===== src/rtl/axis_pkt_arbiter.sv =====
// Packet-level round-robin arbiter merging NUM_PORTS AXI4-Stream requesters onto one stream.
// A grant is locked from the arbitration cycle until the granted port's tlast is accepted.
module axis_pkt_arbiter #(
    parameter int DATA_WIDTH = 64,
    parameter int NUM_PORTS  = 4,
    localparam int IDW       = $clog2(NUM_PORTS)
) (
    input  logic                            clk,
    input  logic                            rst,
    input  logic [NUM_PORTS*DATA_WIDTH-1:0] s_axis_tdata,
    input  logic [NUM_PORTS-1:0]            s_axis_tvalid,
    output logic [NUM_PORTS-1:0]            s_axis_tready,
    input  logic [NUM_PORTS-1:0]            s_axis_tlast,
    output logic [DATA_WIDTH-1:0]           m_axis_tdata,
    output logic                            m_axis_tvalid,
    input  logic                            m_axis_tready,
    output logic                            m_axis_tlast,
    output logic                            grant_valid,
    output logic [IDW-1:0]                  grant_id,
    output logic                            beat_accept,
    output logic [31:0]                     pkt_count
);

    typedef enum logic {IDLE = 1'b0, XFER = 1'b1} state_t;

    state_t         state_q, state_d;
    logic [IDW-1:0] grant_id_q, grant_id_d;
    logic [IDW-1:0] last_grant_q, last_grant_d;
    logic [31:0]    pkt_count_q, pkt_count_d;

    logic           rr_hit;
    logic [IDW-1:0] rr_pick;
    logic [IDW-1:0] rr_idx;
    logic           in_xfer;

    // First requester after last_grant, wrapping around.
    always_comb begin
        rr_hit  = 1'b0;
        rr_pick = '0;
        rr_idx  = '0;
        for (int k = 1; k <= NUM_PORTS; k++) begin
            rr_idx = IDW'((int'(last_grant_q) + k) % NUM_PORTS);
            if (!rr_hit && s_axis_tvalid[rr_idx]) begin
                rr_hit  = 1'b1;
                rr_pick = rr_idx;
            end
        end
    end

    always_ff @(posedge clk) begin
        if (rst) begin
            state_q      <= IDLE;
            grant_id_q   <= '0;
            last_grant_q <= IDW'(NUM_PORTS - 1);
            pkt_count_q  <= '0;
        end else begin
            state_q      <= state_d;
            grant_id_q   <= grant_id_d;
            last_grant_q <= last_grant_d;
            pkt_count_q  <= pkt_count_d;
        end
    end

    always_comb begin
        state_d      = state_q;
        grant_id_d   = grant_id_q;
        last_grant_d = last_grant_q;
        pkt_count_d  = pkt_count_q;
        case (state_q)
            IDLE: begin
                if (rr_hit) begin
                    grant_id_d = rr_pick;
                    state_d    = XFER;
                end
            end
            XFER: begin
                if (beat_accept && m_axis_tlast) begin
                    state_d      = IDLE;
                    last_grant_d = grant_id_q;
                    pkt_count_d  = pkt_count_q + 32'd1;
                end
            end
            default: state_d = IDLE;
        endcase
    end

    // Outputs are also gated by rst so nothing handshakes during the reset cycle itself.
    always_comb begin
        in_xfer       = (state_q == XFER) && !rst;
        grant_valid   = in_xfer;
        m_axis_tvalid = in_xfer && s_axis_tvalid[grant_id_q];
        m_axis_tlast  = in_xfer && s_axis_tlast[grant_id_q];
        m_axis_tdata  = in_xfer ? s_axis_tdata[grant_id_q*DATA_WIDTH +: DATA_WIDTH] : '0;
        beat_accept   = m_axis_tvalid && m_axis_tready;
    end

    generate
        for (genvar gi = 0; gi < NUM_PORTS; gi++) begin : g_ready
            assign s_axis_tready[gi] = in_xfer && (grant_id_q == IDW'(gi)) && m_axis_tready;
        end
    endgenerate

    assign grant_id  = grant_id_q;
    assign pkt_count = pkt_count_q;

`ifndef SYNTHESIS
    a_valid_needs_grant : assert property (@(posedge clk) disable iff (rst)
        !(m_axis_tvalid && !grant_valid));
`endif

endmodule


===== config.mk =====
export PLATFORM = sky130hd
export DESIGN_NAME = axis_pkt_arbiter
export DESIGN_NICKNAME = d
export VERILOG_FILES = /design/src/rtl/axis_pkt_arbiter.sv
export SDC_FILE = /design/constraint.sdc
export NUM_CORES = 1
export LEC_CHECK = 0
export BUFFER_PORTS_ARGS = -buffer_cell sky130_fd_sc_hd__buf_2
export CORE_AREA = 2 2 143 145
export DETAILED_ROUTE_END_ITERATION = 8
export DIE_AREA = 0 0 145 147
export GPL_TIMING_DRIVEN = 0
export PLACE_DENSITY_LB_ADDON = 0.08
export SYNTH_ARGS = -nofsm -noshare
export SYNTH_HDL_FRONTEND = slang
export SYNTH_SLANG_ARGS = --single-unit

===== constraint.sdc =====
create_clock -name clk -period 4.7 [get_ports clk]
set_input_delay 0.94 -clock clk [delete_from_list [all_inputs] [get_ports clk]]
set_output_delay 0.94 -clock clk [all_outputs]
set_load 0.02 [all_outputs]

==> flow_summary_export.csv <==
group,metric,value,unit
final_layout,area_delta_synth_final,60.7,%
min_path,hold_path_depth,2,
route,dr.pass1.iters,6,
floorplanning,fp.coreArea,19800,um2
synth,postSynth.asyncResetShare,0,%
clock_network,path_clk_slew,60,ps
timing,finClkSkew,3.81,ps
floorplanning,initial_utilization,19.8,%
power_and_ir_drop,power_frac_clock,30.9,%
clock_network,cts-root-buf,"clkbuf_16",
synth,ys_top_cells_by_count,"65 x and2_1, 65 x mux4_2, 37 x dfxtp_1",
timing,finalSetupTns,0,ps
global_route,antenna_found_initial,21,
synth,synth_ff_type,"dfxtp_1",
worst_setup_path,reg2reg_depth,6,
timing,post-route-min-period,3560,ps
power_and_ir_drop,power.switching,0.330,mW
worst_setup_path,crit_type,"input pin to output pin",
clock_network,cts_resized,0,
power_and_ir_drop,pwr-share-seq,29.3,%
synth,yosysWarnings,0,
placement,hpwl,19400,um
run,drv_cap,0,
synth,synth_edf_count,0,
status,status,"finished clean",
floorplanning,die_h,147,um
synth,synth_cells,386,
route,drt-met1-wl,8620,um
synth,synth.net_count,654,
synth,synthTopCellsByArea,"mux4_2 37%, dfxtp_1 19%, and2_1 10%",
power_and_ir_drop,switching_share,30.4,%
power_and_ir_drop,vdd_drop_max,0.000144,V
worst_setup_path,cp-end-kind,"output pin",
route,vias_per_cell,4.62,
global_route,grt_pass1_vias,4991,
floorplanning,dieArea,21300,um2
power_and_ir_drop,p_int,0.757,mW
worst_setup_path,slowest_delay,400,ps
power_and_ir_drop,power_leakage,3.00,nW
floorplanning,die-width,145,um
worst_setup_path,path_max_fanout,10,
timing,hold_viol_final,0,
route,wl_met2,10900,um
global_route,overflow,0,
global_route,grt.total_usage,20.1,%
timing,worstMarginPinSlew,705,ps
timing,rsz0062_at_grt,"false",
floorplanning,ios,373,
clock_network,clockBufferDepth,2,
route,top_layer,"met5",
final_layout,drive_gt1_share,60.8,%
timing,period_share,75.7,%
clock_network,holdBufCountCts,0,
clock_network,cts_buffers,5,
clock_network,post_cts_buffers,0,
global_route,grt_pass1_wl,32200,um
route,routed_wl,22200,um
min_path,hp-class,"register to register",
timing,slew_violations,0,
worst_setup_path,start_kind,"input pin",
timing,max_clock_freq,281,MHz
placement,numPortBuffers,372,
synth,syn-cell-area,3920,um2
clock_network,clock_latency,280,ps
timing,setup_viol,0,
power_and_ir_drop,total_power,1.09,mW
synth,ys_ff_latch,37,
timing,slew_headroom,53.0,%
clock_network,cts_tree,"done",
synth,seq_area_frac_synth,18.9,%
synth,synthDistinctLibCells,43,
placement,globalplace.congestion,0.951,
route,num_vias,4860,
worst_setup_path,slowest_stage,"clkbuf_1",
synth,avgSynthCellArea,10.2,um2
synth,synth_top_area_share,37.3,%
route,routedWlPerCell,21.2,um
power_and_ir_drop,combPwrFrac,39.8,%
worst_setup_path,cp_data_required_time,3760,ps
floorplanning,rows,52,
worst_setup_path,critPathArrivalTime,2620,ps
global_route,grt_max_degree,11,
synth,yosysTopAreaCell,"mux4_2",
route,route.detailed.drc,0,
clock_network,cts_max_level,2,
final_layout,nNetsFinal,1033,
clock_network,cts.sinks,37,
route,drtIter0Drc,186,
power_and_ir_drop,power.density,172,nW/um2
worst_setup_path,crit_chain,"buf_2 > nand2b_4 > inv_1 > clkbuf_1 > clkbuf_1 > and2_1 > buf_2",
final_layout,final_util,31.8,%
route,wl_met3,1960,um
route,ant_nets,0,
-- power groups by stage --
stage | registers, mW | logic, mW | clock network [mW]
final | 0.318 | 0.433 | 0.336
after global routing | 0.318 | 0.468 | 0.359
after CTS | 0.318 | 0.437 | 0.347
after detailed placement | 0.325 | 0.437 | 0
after global placement | 0.325 | 0.431 | 0
after floorplan | 0.326 | 0.242 | 0
-- final cells by class --
cell class	instances	area [um2]
inverters	10	37.5
fillers	2177	13500
diodes	16	40.0
repair buffers	372	1860
flip-flops and latches	37	741
plain buffers	32	160
clock buffers	7	143
well taps	270	338
multi-input cells	307	2990
-- layout by cell type (no fill, tap or decap), types with 10 or more instances in the layout --
cell,instances
and2_1,65
diode_2,16
inv_1,10
nor2_1,23
dfxtp_1,37
o21ai_0,20
buf_2,381
nand2_1,17
nand4_1,14
mux4_2,65
clkbuf_1,18
nand3_1,10
a21oi_1,21
or3_1,17
-- state kept, by name, summed over array words and instances, names as in the netlist --
| register | cells |
|---|---|
| pkt_count | 32 |
| grant_id | 2 |
| last_grant_q | 2 |
| state_q | 1 |
-- critical path: cells and delay by family --
kind | cells | cell delay (ps)
simple gates | 2 | 380
buf+inv | 5 | 1290
-- kinds of logic after synthesis --
| logic type | count (synthesis) | share of synthesized area (%) |
|---|---|---|
| adder cells (fa/ha/maj) | 1 | 0.319 |
| multiplexers | 72 | 39.2 |
| XOR/XNOR | 9 | 2.01 |
| AND/OR/NAND/NOR | 175 | 27.4 |
| flip-flops | 37 | 18.9 |
| buffers and inverters | 42 | 5.04 |
| AO/OA/AOI/OAI | 50 | 7.18 |
-- metal layers --
layer  global-route usage [%]  up-vias
met5                        0        -
met4                     8.02       10
met3                     7.95       45
met2                     33.7      217
met1                     23.1     2322
li1                         -     2266
-- stage by stage --
| step | hold WS (ps) | setup slack, ps | instance area, um2 | instances |
|---|---|---|---|---|
| after floorplan | 549 | 1860 | 3920 | 386 |
| after CTS | 488 | 1090 | 6270 | 1035 |
| after detailed placement | 480 | 1090 | 6120 | 1028 |
| after global placement | 467 | 1080 | 6120 | 1028 |
| final | 481 | 1140 | 6310 | 1051 |
| after global routing | 535 | 966 | 6290 | 1046 |
-- final timing paths --
| check | start | to | slack (ps) |
|---|---|---|---|
| min | pkt_count[31] | pkt_count[31] | 480 |
| max reg2reg | pkt_count[0] | pkt_count[28] | 2480 |
| max | rst | m_axis_tdata[38] | 1140 |
| min reg2reg | pkt_count[31] | pkt_count[31] | 480 |
Note: power is estimated with default switching activity, not from simulation.
